[src/rtl/pc_fetch_controller_pkg.sv]
// pc_fetch_controller_pkg
// Shared definitions for the instruction fetch controller: FSM state
// encoding, datapath widths and the default reset program counter.
// No ports.
package pc_fetch_controller_pkg;

  localparam int ADDR_W   = 32;
  localparam int OFFSET_W = 16;
  localparam int JUMP_W   = 26;

  localparam logic [ADDR_W-1:0] RESET_PC_DEFAULT = 32'h0000_0000;

  typedef enum logic [1:0] {
    ST_IDLE = 2'd0,
    ST_REQ  = 2'd1,
    ST_HOLD = 2'd2
  } fetch_state_e;

  // Branch offsets are signed word counts; widen to the address width.
  function automatic logic [ADDR_W-1:0] sext_offset(input logic [OFFSET_W-1:0] off);
    return {{(ADDR_W-OFFSET_W){off[OFFSET_W-1]}}, off};
  endfunction

endpackage

[src/rtl/pc_fetch_controller_increment.sv]
// instruction_increment
// Sequential word-address increment used for the fall-through PC.
// Wraps modulo 2^32.
// Ports:
//   pc_i       - current word address
//   pc_plus1_o - pc_i + 1
module instruction_increment
  import pc_fetch_controller_pkg::*;
(
  input  logic [ADDR_W-1:0] pc_i,
  output logic [ADDR_W-1:0] pc_plus1_o
);

  assign pc_plus1_o = pc_i + {{(ADDR_W-1){1'b0}}, 1'b1};

endmodule

[src/rtl/pc_fetch_controller.sv]
// pc_fetch_controller
// Fetches one instruction word at a time from instruction memory, holds it
// for decode, and advances the PC (sequential, branch or jump) when decode
// accepts the word.
//
// state | meaning
// ------+---------------------------------------------------------------
// IDLE  | no fetch in flight; waits for stall to drop
// REQ   | imem_req high at imem_addr = pc; waits for imem_ack
// HOLD  | instr_valid high; waits for instr_ready, then updates pc
//
// Ports:
//   clk, reset                  - system clock, synchronous active-high reset
//   stall                       - blocks the start of a new fetch
//   imem_req/imem_addr          - memory read request and word address
//   imem_ack/imem_data          - memory read completion and data
//   instr_valid/instr           - fetched word presented to decode
//   instr_ready                 - decode accepts the word (accept)
//   branch_taken/branch_offset  - PC-relative redirect, sampled at accept
//   jump/jump_target            - absolute redirect, sampled at accept
//   pc                          - current program counter
module pc_fetch_controller
  import pc_fetch_controller_pkg::*;
#(
  parameter logic [ADDR_W-1:0] RESET_PC = RESET_PC_DEFAULT
) (
  input  logic                clk,
  input  logic                reset,
  input  logic                stall,
  output logic                imem_req,
  output logic [ADDR_W-1:0]   imem_addr,
  input  logic                imem_ack,
  input  logic [ADDR_W-1:0]   imem_data,
  output logic                instr_valid,
  output logic [ADDR_W-1:0]   instr,
  input  logic                instr_ready,
  input  logic                branch_taken,
  input  logic [OFFSET_W-1:0] branch_offset,
  input  logic                jump,
  input  logic [JUMP_W-1:0]   jump_target,
  output logic [ADDR_W-1:0]   pc
);

  fetch_state_e      state_q;
  logic [ADDR_W-1:0] pc_q;
  logic [ADDR_W-1:0] instr_q;
  logic              imem_req_q;
  logic              instr_valid_q;
  logic [ADDR_W-1:0] pc_plus1;
  logic [ADDR_W-1:0] next_pc_d;

  instruction_increment u_inc (
    .pc_i       (pc_q),
    .pc_plus1_o (pc_plus1)
  );

  // Jump keeps the upper bits of the fall-through address and wins over
  // a simultaneous branch.
  always_comb begin
    next_pc_d = pc_plus1;
    if (jump) begin
      next_pc_d = {pc_plus1[ADDR_W-1:JUMP_W], jump_target};
    end else if (branch_taken) begin
      next_pc_d = pc_plus1 + sext_offset(branch_offset);
    end
  end

  always_ff @(posedge clk) begin
    if (reset) begin
      state_q       <= ST_IDLE;
      pc_q          <= RESET_PC;
      instr_q       <= '0;
      imem_req_q    <= 1'b0;
      instr_valid_q <= 1'b0;
    end else begin
      case (state_q)
        ST_IDLE: begin
          if (!stall) begin
            state_q    <= ST_REQ;
            imem_req_q <= 1'b1;
          end
        end
        ST_REQ: begin
          // stall is deliberately not looked at: an issued request completes.
          if (imem_ack) begin
            instr_q       <= imem_data;
            imem_req_q    <= 1'b0;
            instr_valid_q <= 1'b1;
            state_q       <= ST_HOLD;
          end
        end
        ST_HOLD: begin
          if (instr_ready) begin
            pc_q          <= next_pc_d;
            instr_valid_q <= 1'b0;
            if (!stall) begin
              state_q    <= ST_REQ;
              imem_req_q <= 1'b1;
            end else begin
              state_q <= ST_IDLE;
            end
          end
        end
        default: begin
          state_q       <= ST_IDLE;
          imem_req_q    <= 1'b0;
          instr_valid_q <= 1'b0;
        end
      endcase
    end
  end

  assign imem_req    = imem_req_q;
  assign imem_addr   = pc_q;
  assign instr_valid = instr_valid_q;
  assign instr       = instr_q;
  assign pc          = pc_q;

endmodule

[config.mk]
export PLATFORM = sky130hd
export DESIGN_NAME = pc_fetch_controller
export DESIGN_NICKNAME = d
export VERILOG_FILES = /design/src/rtl/pc_fetch_controller_pkg.sv /design/src/rtl/pc_fetch_controller_increment.sv /design/src/rtl/pc_fetch_controller.sv
export SDC_FILE = /design/constraint.sdc
export NUM_CORES = 1
export LEC_CHECK = 0
export CORE_MARGIN = 3
export CORE_UTILIZATION = 39
export CTS_CLUSTER_SIZE = 30
export DETAILED_ROUTE_END_ITERATION = 6
export PLACE_DENSITY = 0.69
export SYNTH_ARGS = -nofsm -noshare
export SYNTH_HDL_FRONTEND = slang
export SYNTH_SLANG_ARGS = --single-unit
[constraint.sdc]
create_clock -name clk -period 3.8 [get_ports clk]
set_input_delay 0.95 -clock clk [delete_from_list [all_inputs] [get_ports clk]]
set_output_delay 0.95 -clock clk [all_outputs]
set_load 0.01 [all_outputs]
==> run_results.csv, run 1 <==
group,metric,value,unit
status,result_of_the_run,"complete, no violations",
logic_synthesis,synthFlopType,"sky130_fd_sc_hd__dfxtp_1",
worst_setup_path,worstPathMaxFanout,4,
pwr,power.static_leakage,3.61,nW
drt,via_count,6199,
global_routing,overflow,0,
global_routing,vias_in_the_first_global_route,5887,
place,hpwlAfterDp,14700,um
logic_synthesis,synth_seq_area_share,0.247,
worst_setup_path,path_class,"register to register",
cts,clock_tree.root_cell,"sky130_fd_sc_hd__clkbuf_16",
sta,final.setup_skew,0.00709,ns
worst_setup_path,regToRegStartpoint,"imem_addr[9]",
pwr,vdd_ir_drop_max,0.241,mV
floorplanning,die_area,15600,um2
sta,report.final.slew_viol_count,0,
sta,finalHoldViolCount,0,
logic_synthesis,postSynthNetCount,861,
logic_synthesis,synth_edf_count,0,
worst_setup_path,critical_path.startpoint_type,"register",
worst_setup_path,critPathCaptureType,"register",
drt,drt_iter0_drc,377,
pwr,combPwrFrac,0.231,
logic_synthesis,synth_async_reset_ratio,0,
drt,drt-wirelength-per-cell,16.6,um
cells_and_area,final_cell_area,8580,um2
drt,detail_route.vias_per_cell,5.31,
sta,fmax,269,MHz
drt,routed_wl,19400,um
cells_and_area,num_antenna_cells,0,
logic_synthesis,synth.ff_latch_count,68,
global_routing,pin_count_of_the_biggest_net_entering_global_routing,45,
global_routing,antenna_found_initial,0,
cells_and_area,final_nets,1109,
cts,clk-insertion-delay-late,0.34,ns
place,post_dp_cell_area,8030,um2
pwr,p_per_area,230,nW/um2
sta,setup-violations-final,0,
worst_setup_path,r2r_slack,0.08,ns
floorplanning,io_pins,179,
cts,cts_sinks,68,
floorplanning,fp_rows,42,
drt,detail-route-antenna-nets,0,
cts,cts_tree,"yes",
worst_setup_path,worstReg2RegEnd,"imem_addr[31]",
cells_and_area,layout-drive-gt1-share,0.200,
global_routing,track_usage,0.235,
pwr,total_power,1.98,mW
global_routing,grt_pass1_wl,30000,um
pwr,pwr-share-seq,0.377,
pwr,sw_frac_of_total,0.285,
pwr,power_frac_clock,0.392,
cts,num_cts_buffers,9,
cells_and_area,finalCoreUtilization,0.633,
pwr,power_switching,564,uW
cts,ctsLongestPathBuffers,2,
sta,maxSlewHeadroom,0.652,
cells_and_area,layout-area-overhead-vs-synth,55.4,%
pwr,cell_internal_pwr,1.41,mW
sta,final.period_utilization,0.979,
place,routability_congestion_estimate,0.918,
cts,cts.clk_slew.worst_paths,0.06,ns
place,place.port_buffers,178,
drt,number_of_iterations_in_the_first_detailed_routing_pass,5,
logic_synthesis,synth_cell_type_count,65,
sta,final.min_clock_period,3.72,ns
logic_synthesis,synth.avg_cell_area,7.46,um2
cts,postCtsHoldBufs,0,
logic_synthesis,synthCells,740,
min_path,hold_critical_path_endpoint,"instr[9]",
floorplanning,placeable_core_region,13600,um2
min_path,worst_hold_startpoint,"instr[9]",
min_path,min_delay_path_depth,2,
floorplanning,die_h,125,um
cts,htree_num_levels,3,
logic_synthesis,cell_area_after_synthesis,5520,um2
cells_and_area,filler_cell_count,1214,
worst_setup_path,worst_endpoint_data_arrival_time,3.96,ns
logic_synthesis,synth-warning-count,0,
sta,grt_setup_unrepaired,"yes",
floorplanning,fp.dieW,125,um
worst_setup_path,worstPathRequired,4.03,ns
drt,detail_route.drc_violations,0,
sta,tightest_slew,0.521,ns
floorplanning,initial_core_utilization,0.407,
min_path,holdCritPathClass,"register to register",
flow_run,maxCapViolations,0,
worst_setup_path,reg2regPathDepth,17,
==> cell usage after synthesis, types with 7 or more instances <==
library cell / n / area share
sky130_fd_sc_hd__nand2_1: 122 / 0.083
sky130_fd_sc_hd__o211ai_1: 9 / 0.012
sky130_fd_sc_hd__a21o_1: 19 / 0.026
sky130_fd_sc_hd__inv_1: 8 / 0.0054
sky130_fd_sc_hd__a211o_1: 7 / 0.011
sky130_fd_sc_hd__a211oi_1: 11 / 0.015
sky130_fd_sc_hd__nor3_1: 7 / 0.0063
sky130_fd_sc_hd__a21oi_1: 92 / 0.083
sky130_fd_sc_hd__mux2i_1: 8 / 0.015
sky130_fd_sc_hd__buf_4: 33 / 0.045
sky130_fd_sc_hd__ha_1: 39 / 0.088
sky130_fd_sc_hd__xnor2_1: 31 / 0.049
sky130_fd_sc_hd__xor2_1: 22 / 0.035
sky130_fd_sc_hd__a31oi_1: 10 / 0.011
sky130_fd_sc_hd__nand4_1: 12 / 0.014
sky130_fd_sc_hd__nor2b_1: 10 / 0.011
sky130_fd_sc_hd__nand3_1: 16 / 0.015
sky130_fd_sc_hd__o21ai_0: 27 / 0.024
sky130_fd_sc_hd__and3_1: 14 / 0.016
sky130_fd_sc_hd__nor2_1: 65 / 0.044
sky130_fd_sc_hd__dfxtp_1: 68 / 0.25
sky130_fd_sc_hd__clkbuf_1: 30 / 0.020
==> cell families after synthesis <==
kind of cell             Yosys count  synth area share
AO/OA/AOI/OAI                    215             0.250
AND/OR/NAND/NOR                  278             0.229
XOR/XNOR                          53            0.0841
flip-flops                        68             0.247
multiplexers                       9            0.0165
buffers and inverters             77            0.0811
adder cells (fa/ha/maj)           40            0.0920
==> routing by layer <==
metal	part of all wire	track usage	up-vias
met5	0	0	-
met4	0.013	0.0555	0
met3	0.077	0.0665	21
met2	0.47	0.390	214
met1	0.44	0.304	2872
li1	-	-	3092
==> worst max-delay path by stage <==
stage                      start             to  slack (ns)  cells past startpoint
2_1_floorplan      imem_addr[13]  imem_addr[31]        0.01                     16
3_3_place_gp   branch_offset[15]  imem_addr[31]       -0.13                     12
3_5_place_dp   branch_offset[15]  imem_addr[31]       -0.16                     12
4_1_cts             imem_addr[0]  imem_addr[31]       0.005                     18
5_1_grt             imem_addr[0]  imem_addr[31]       -0.11                     17
6_report            imem_addr[9]  imem_addr[31]        0.08                     17
==> final cells by class <==
class                   instances  area [um2]  share of cell area
multi-input cells             595        3930               0.458
repair buffers                306        2760               0.322
flip-flops and latches         68        1370               0.160
clock buffers                   9         225              0.0262
well taps                     176         220              0.0257
clock inverters                 6        42.5             0.00496
inverters                       8        30.0             0.00350
==> critical path, stage by stage, from the launching register on <==
cell and delay (ns):
sky130_fd_sc_hd__dfxtp_2 0.33, sky130_fd_sc_hd__and3_4 0.18, sky130_fd_sc_hd__and3_4 0.19, sky130_fd_sc_hd__buf_6 0.11, sky130_fd_sc_hd__nor2b_4 0.12, sky130_fd_sc_hd__nand4_1 0.10, sky130_fd_sc_hd__buf_6 0.17, sky130_fd_sc_hd__nor2_4 0.13
sky130_fd_sc_hd__xor2_2 0.17, sky130_fd_sc_hd__ha_1 0.29, sky130_fd_sc_hd__and3_4 0.20, sky130_fd_sc_hd__a221o_1 0.30, sky130_fd_sc_hd__a21o_1 0.17, sky130_fd_sc_hd__a311oi_2 0.26, sky130_fd_sc_hd__xnor2_1 0.14, sky130_fd_sc_hd__a211o_1 0.28
sky130_fd_sc_hd__a21oi_2 0.16, sky130_fd_sc_hd__mux2_4 0.31
==> sequential cells by signal, indices dropped and copies added (netlist names) <==
| signal | flops |
|---|---|
| imem_addr | 32 |
| instr | 32 |
| state_q | 2 |
| imem_req | 1 |
| instr_valid | 1 |
==> power by group through the flow <==
stage               logic, mW  clock network [mW]  registers [mW]
global route            0.496               0.815           0.747
CTS                     0.447               0.789           0.745
detailed placement      0.443                   0           0.761
finish                  0.457               0.776           0.745
global placement        0.441                   0           0.760
floorplan               0.200                   0           0.771
==> layout by cell type (no fill, tap or decap), types with 6 or more instances in the layout <==
master and count:
sky130_fd_sc_hd__inv_1 8, sky130_fd_sc_hd__buf_4 124, sky130_fd_sc_hd__nor2_1 59, sky130_fd_sc_hd__a21oi_1 91, sky130_fd_sc_hd__o211ai_1 9, sky130_fd_sc_hd__a31oi_1 8, sky130_fd_sc_hd__nand2_1 121, sky130_fd_sc_hd__xnor2_1 25
sky130_fd_sc_hd__xnor2_2 6, sky130_fd_sc_hd__clkbuf_16 9, sky130_fd_sc_hd__dfxtp_1 63, sky130_fd_sc_hd__mux2i_1 8, sky130_fd_sc_hd__ha_1 35, sky130_fd_sc_hd__clkdlybuf4s50_1 177, sky130_fd_sc_hd__a211o_1 7, sky130_fd_sc_hd__a21o_1 19
sky130_fd_sc_hd__nand4_1 12, sky130_fd_sc_hd__nand3_1 12, sky130_fd_sc_hd__xor2_1 19, sky130_fd_sc_hd__nor2b_1 9, sky130_fd_sc_hd__and3_1 11, sky130_fd_sc_hd__o21ai_0 26, sky130_fd_sc_hd__a211oi_1 11
==> what timing repair did <==
action                                  4_1_cts  5_1_grt
gates resized for setup                       3       45
pin swaps                                     1       19
setup buffers                                 1        7
endpoints found under the setup margin        2       10
==> stage by stage <==
stage | std cells | hold slack (ns) | setup TNS (ns) | worst slack (ns)
finish | 1168 | 0.451 | 0 | 0.0782
global route | 1168 | 0.471 | -0.170 | -0.107
CTS | 1161 | 0.453 | 0 | 0.00467
detailed placement | 1145 | 0.446 | -0.411 | -0.161
global placement | 1145 | 0.440 | -0.254 | -0.130
floorplan | 740 | 0.481 | 0 | 0.0130
No activity file was read; power rests on OpenSTA's default activity.
==> run 2, diff against run 1 <==
Settings changed: CORE_MARGIN 3 to unset.
==> run 2 against run 1 <==
Against the previous run:
- first-iteration DRC count is 4.0% higher
- total power is 13% higher
- largest power group unchanged
- non-clock buffer count is 5 higher
- maximum frequency is 1.6% lower
- worst hold slack better by 0.0011 ns
- utilization is 0.25 points higher
- register-to-register slack worse by 0.06 ns
- clock power is 34% higher
==> run_results.csv, run 2 (synthesized netlist as in run 1, its figures left out) <==
group,metric,value,unit
worst_setup_path,timing.critical_path.cells,"ha_4 > nand3_4 > nor2_4 > nand3_2 > buf_4 > nor2_2 > xor2_2 > ha_1 > a21o_1 > a211o_1 > nor2_1 > a31oi_2 > a311oi_2 > xnor2_1 > a211o_1 > a21oi_2 > mux2_4",
worst_setup_path,worstPathMaxFanout,3,
cts,num_cts_buffers,9,
cts,cts_sinks,68,
floorplanning,placeable_core_region,13800,um2
cts,clock_tree.root_cell,"sky130_fd_sc_hd__clkbuf_16",
global_routing,overflow,0,
sta,worst_slack,0.0166,ns
sta,finalHoldViolCount,0,
status,result_of_the_run,"complete, no violations",
drt,drt_iter0_drc,392,
place,dp_slack,-0.181,ns
cts,cts_tree,"yes",
cells_and_area,filler_cell_count,1222,
global_routing,vias_in_the_first_global_route,6087,
floorplanning,fp.dieW,121,um
global_routing,pin_count_of_the_biggest_net_entering_global_routing,47,
drt,detail-route-antenna-nets,0,
pwr,p_per_area,255,nW/um2
place,hpwlAfterDp,14300,um
min_path,holdCritPathClass,"register to register",
place,routability_congestion_estimate,0.948,
cts,postCtsHoldBufs,0,
worst_setup_path,crit_path_frequent_cell,"sky130_fd_sc_hd__a211o_1",
sta,final.setup_skew,0.00531,ns
sta,report.final.slew_viol_count,0,
worst_setup_path,path_class,"register to register",
drt,drt-wirelength-per-cell,16.4,um
floorplanning,initial_core_utilization,0.399,
global_routing,antenna_found_initial,0,
pwr,vdd_ir_drop_max,0.239,mV
cells_and_area,layout-drive-gt1-share,0.209,
drt,via_count,6265,
cells_and_area,layout_common_cells,"177 x sky130_fd_sc_hd__clkdlybuf4s50_1, 129 x sky130_fd_sc_hd__buf_4, 120 x sky130_fd_sc_hd__nand2_1",
place,place.port_buffers,178,
sta,final.period_utilization,0.996,
worst_setup_path,crit_buf_inv,1,
sta,fmax,264,MHz
cts,ctsLongestPathBuffers,2,
worst_setup_path,critical_path.max_stage_delay,0.36,ns
flow_run,maxCapViolations,0,
cells_and_area,layout-area-overhead-vs-synth,59.2,%
cells_and_area,leading_cell_type_in_the_layout_fill_and_taps_excluded,"sky130_fd_sc_hd__clkdlybuf4s50_1",
drt,detail_route.vias_per_cell,5.32,
cts,clk-insertion-delay-late,0.34,ns
worst_setup_path,worstPathRequired,4.03,ns
floorplanning,die_area,14600,um2
sta,grt_setup_unrepaired,"yes",
cells_and_area,final_nets,1114,
cts,htree_num_levels,3,
drt,routed_wl,19300,um
sta,final.min_clock_period,3.78,ns
cts,cts.clk_slew.worst_paths,0.06,ns
pwr,power.static_leakage,3.72,nW
worst_setup_path,critical_path.startpoint_type,"register",
cells_and_area,num_antenna_cells,0,
sta,worst_hold_slack,0.452,ns
sta,tightest_slew,0.620,ns
drt,detail_route.drc_violations,0,
sta,maxSlewHeadroom,0.585,
cells_and_area,finalCoreUtilization,0.636,
worst_setup_path,worst_path_max_delay_cell,"sky130_fd_sc_hd__dfxtp_2",
floorplanning,io_pins,179,
worst_setup_path,critPathTopFamily,"compound AO/OA/AOI/OAI gates",
global_routing,track_usage,0.262,
worst_setup_path,worst_endpoint_data_arrival_time,4.01,ns
global_routing,grt_pass1_wl,30300,um
sta,setup-violations-final,0,
floorplanning,die_h,121,um
drt,number_of_iterations_in_the_first_detailed_routing_pass,5,
floorplanning,fp_rows,43,
worst_setup_path,critPathCaptureType,"register",
-- run 2: cell types whose count changed in the layout (fill, tap and decap cells not counted), sizes merged --
| cell | delta |
|---|---|
| buf | +5 |
| inv | +1 |
| bufinv | +4 |
| clkinv | -4 |
| clkinvlp | -1 |
-- run 2: what timing repair did --
item	4_1_cts	5_1_grt
endpoints found under the setup margin	2	11
resized for setup	17	42
gates cloned	0	0
buffers inserted	8	10
pin swaps	14	30
-- run 2: worst register-to-register path, cell delays in order, from the launching register on --
cell and delay (ns):
sky130_fd_sc_hd__dfxtp_2 0.36, sky130_fd_sc_hd__ha_4 0.15, sky130_fd_sc_hd__nand3_4 0.09, sky130_fd_sc_hd__nor2_4 0.15
sky130_fd_sc_hd__nand3_2 0.13, sky130_fd_sc_hd__buf_4 0.18, sky130_fd_sc_hd__nor2_2 0.14, sky130_fd_sc_hd__xor2_2 0.21
sky130_fd_sc_hd__ha_1 0.28, sky130_fd_sc_hd__a21o_1 0.18, sky130_fd_sc_hd__a211o_1 0.30, sky130_fd_sc_hd__nor2_1 0.13
sky130_fd_sc_hd__a31oi_2 0.16, sky130_fd_sc_hd__a311oi_2 0.32, sky130_fd_sc_hd__xnor2_1 0.13, sky130_fd_sc_hd__a211o_1 0.31
sky130_fd_sc_hd__a21oi_2 0.14, sky130_fd_sc_hd__mux2_4 0.32
-- run 2: final timing paths --
| check | cells after the start | endpoint | slack [ns] | start |
|---|---|---|---|---|
| worst max register to register | 17 | imem_addr[31] | 0.02 | imem_addr[1] |
| worst max-delay path | 17 | imem_addr[31] | 0.02 | imem_addr[1] |
| worst min-delay path | 2 | instr[12] | 0.45 | instr[12] |
| worst min register to register | 2 | instr[12] | 0.45 | instr[12] |
-- run 2: per-stage QoR --
step           cell area, um2  std cells  power, mW  setup TNS, ns
5_1_grt                  8790       1177       2.33         -0.209
6_report                 8790       1177       2.24              0
3_5_place_dp             8000       1144       1.20         -0.344
4_1_cts                  8500       1167       2.24              0
3_3_place_gp             8000       1144       1.20         -0.190
2_1_floorplan            5540        740      0.972              0
-- run 2: power by group --
group | internal (mW) | switching [mW]
logic | 0.245 | 0.214
clock network | 0.706 | 0.330
registers | 0.733 | 0.0134
-- run 2: per-layer routing --
layer | track usage | vias to the layer above | routed length, um
met5 | 0 | - | 0
met4 | 0.0826 | 0 | 356
met3 | 0.0573 | 27 | 1470
met2 | 0.445 | 223 | 9350
met1 | 0.329 | 2907 | 8110
li1 | - | 3108 | -
-- run 2: final cells by class --
type,instances,area [um2],share of cell area
Clock buffer,9,225,0.0256
Clock inverter,6,136,0.0155
Inverter,8,30.0,0.00342
Multi-Input combinational cell,595,4000,0.455
Sequential cell,68,1370,0.156
Tap cell,180,225,0.0256
Timing Repair Buffer,311,2800,0.318
==> run 3, diff against run 2 <==
Settings changed: CORE_MARGIN set to 10, PLACE_DENSITY 0.69 to unset, PLACE_DENSITY_LB_ADDON set to 0.3.
==> run 3 against run 2 <==
Against the previous run:
- clock-buffer cell count is the same
- final cell count up 0.51%
- critical path depth is 1 higher
- critical endpoint unchanged
- highest routed layer unchanged
==> run_results.csv, run 3 (synthesized netlist as in run 1, its figures left out) <==
group,metric,value,unit
status,result_of_the_run,"complete, no violations",
place,hpwlAfterDp,15900,um
worst_setup_path,critical_path.startpoint_type,"register",
drt,detail_route.drc_violations,0,
global_routing,overflow,0,
worst_setup_path,worst_path_max_delay_cell,"sky130_fd_sc_hd__dfxtp_2",
worst_setup_path,critPathTopFamily,"compound AO/OA/AOI/OAI gates",
global_routing,antenna_found_initial,0,
min_path,worst_hold_startpoint,"instr[26]",
place,routability_congestion_estimate,0.942,
drt,number_of_iterations_in_the_first_detailed_routing_pass,5,
worst_setup_path,path_class,"register to register",
drt,detail_route.vias_per_cell,5.30,
worst_setup_path,critPathCaptureType,"register",
worst_setup_path,crit_buf_inv,1,
worst_setup_path,timing.critical_path.cells,"ha_4 > nand3_4 > nor2_4 > nand3_4 > nor3_4 > buf_6 > nand2_2 > xnor2_2 > ha_4 > a21oi_4 > o21ai_1 > a221o_1 > a21o_1 > a311oi_2 > xnor2_1 > a211o_1 > a21oi_2 > mux2_4",
sta,setup-violations-final,0,
global_routing,track_usage,0.200,
worst_setup_path,r2r_slack,0.07,ns
sta,report.final.slew_viol_count,0,
worst_setup_path,worstReg2RegEnd,"imem_addr[31]",
sta,finalHoldViolCount,0,
cells_and_area,final_cell_area,8750,um2
sta,maxSlewHeadroom,0.672,
drt,drt_iter0_drc,420,
global_routing,grt_pass1_wl,32200,um
cells_and_area,final_nets,1119,
drt,routed_wl,20500,um
worst_setup_path,critical_path.max_stage_delay,0.35,ns
floorplanning,die_area,19300,um2
sta,fmax,268,MHz
sta,totalNegativeSetupSlack,0,ns
worst_setup_path,reg2regPathDepth,18,
min_path,holdCritPathClass,"register to register",
cells_and_area,finalCoreUtilization,0.630,
place,dp_slack,-0.166,ns
pwr,p_per_area,238,nW/um2
floorplanning,die_h,139,um
worst_setup_path,regToRegStartpoint,"imem_addr[1]",
min_path,min_delay_path_depth,2,
drt,via_count,6265,
sta,tightest_slew,0.492,ns
worst_setup_path,worstPathRequired,4.02,ns
global_routing,pin_count_of_the_biggest_net_entering_global_routing,37,
place,place.port_buffers,178,
cells_and_area,num_antenna_cells,0,
global_routing,vias_in_the_first_global_route,6201,
min_path,hold_critical_path_endpoint,"instr[26]",
pwr,power.static_leakage,3.72,nW
drt,drt-wirelength-per-cell,17.4,um
cells_and_area,layout_common_cells,"177 x sky130_fd_sc_hd__clkdlybuf4s50_1, 135 x sky130_fd_sc_hd__buf_4, 120 x sky130_fd_sc_hd__nand2_1",
drt,detail-route-antenna-nets,0,
worst_setup_path,worstPathMaxFanout,4,
cells_and_area,leading_cell_type_in_the_layout_fill_and_taps_excluded,"sky130_fd_sc_hd__clkdlybuf4s50_1",
cells_and_area,filler_cell_count,1255,
floorplanning,fp_rows,43,
sta,final.period_utilization,0.981,
place,post_dp_cell_area,8110,um2
cells_and_area,multiInputGateArea,3980,um2
cts,cts_sinks,68,
flow_run,maxCapViolations,0,
cells_and_area,layout-area-overhead-vs-synth,58.4,%
cts,htree_num_levels,3,
cts,cts_tree,"yes",
sta,final.min_clock_period,3.73,ns
cts,num_cts_buffers,9,
cts,cts.clk_slew.worst_paths,0.06,ns
cts,postCtsHoldBufs,0,
sta,grt_setup_unrepaired,"yes",
cts,ctsLongestPathBuffers,2,
sta,final.setup_skew,0.00730,ns
floorplanning,fp.dieW,139,um
sta,worst_slack,0.0740,ns
floorplanning,placeable_core_region,13900,um2
cts,clock_tree.root_cell,"sky130_fd_sc_hd__clkbuf_16",
floorplanning,initial_core_utilization,0.398,
pwr,vdd_ir_drop_max,0.439,mV
worst_setup_path,worst_endpoint_data_arrival_time,3.95,ns
cells_and_area,layout-drive-gt1-share,0.214,
cts,clk-insertion-delay-late,0.34,ns
cells_and_area,sequential_cell_area,1370,um2
floorplanning,io_pins,179,
==> run 3: per-stage QoR <==
stage,instances,hold WS (ns),power (mW)
finish,1183,0.453,2.08
global route,1183,0.473,2.17
global placement,1159,0.441,1.20
floorplan,740,0.481,0.972
detailed placement,1159,0.447,1.21
CTS,1175,0.454,2.09
==> run 3: routing by layer <==
metal / vias up / GRT usage / wire length [um]
met5: - / 0 / 0
met1: 2931 / 0.237 / 8640
met2: 201 / 0.336 / 9910
met3: 16 / 0.0723 / 1750
met4: 0 / 0.0461 / 225
li1: 3117 / - / -
==> run 3: worst max path at each step <==
stage | startpoint | end | depth (start not counted)
floorplan | imem_addr[13] | imem_addr[31] | 16
detailed placement | branch_offset[15] | imem_addr[31] | 12
global placement | branch_offset[15] | imem_addr[31] | 12
finish | imem_addr[1] | imem_addr[31] | 18
CTS | imem_addr[16] | imem_addr[31] | 17
global route | imem_addr[1] | imem_addr[31] | 18
==> run 3: layout make-up <==
cell class	instances	area share
Inverter	8	0.00343
Tap cell	180	0.0257
Timing Repair Buffer	316	0.324
Multi-Input combinational cell	595	0.455
Sequential cell	68	0.156
Clock buffer	9	0.0257
Clock inverter	7	0.00958
==> run 3: timing repair <==
item | CTS | global route
pin swaps | 2 | 31
gates resized for setup | 7 | 49
setup buffers | 0 | 8
setup endpoints to repair | 3 | 10
==> run 3: power breakdown <==
group | switching [mW] | total, mW | internal, mW
clock network | 0.355 | 0.874 | 0.520
registers | 0.0129 | 0.746 | 0.733
logic | 0.215 | 0.459 | 0.244
==> run 3: tightest hold or removal path, cell delays in order, from the launching register on <==
cell and delay (ns):
sky130_fd_sc_hd__dfxtp_1 0.31, sky130_fd_sc_hd__nand2_1 0.05, sky130_fd_sc_hd__a21oi_1 0.05
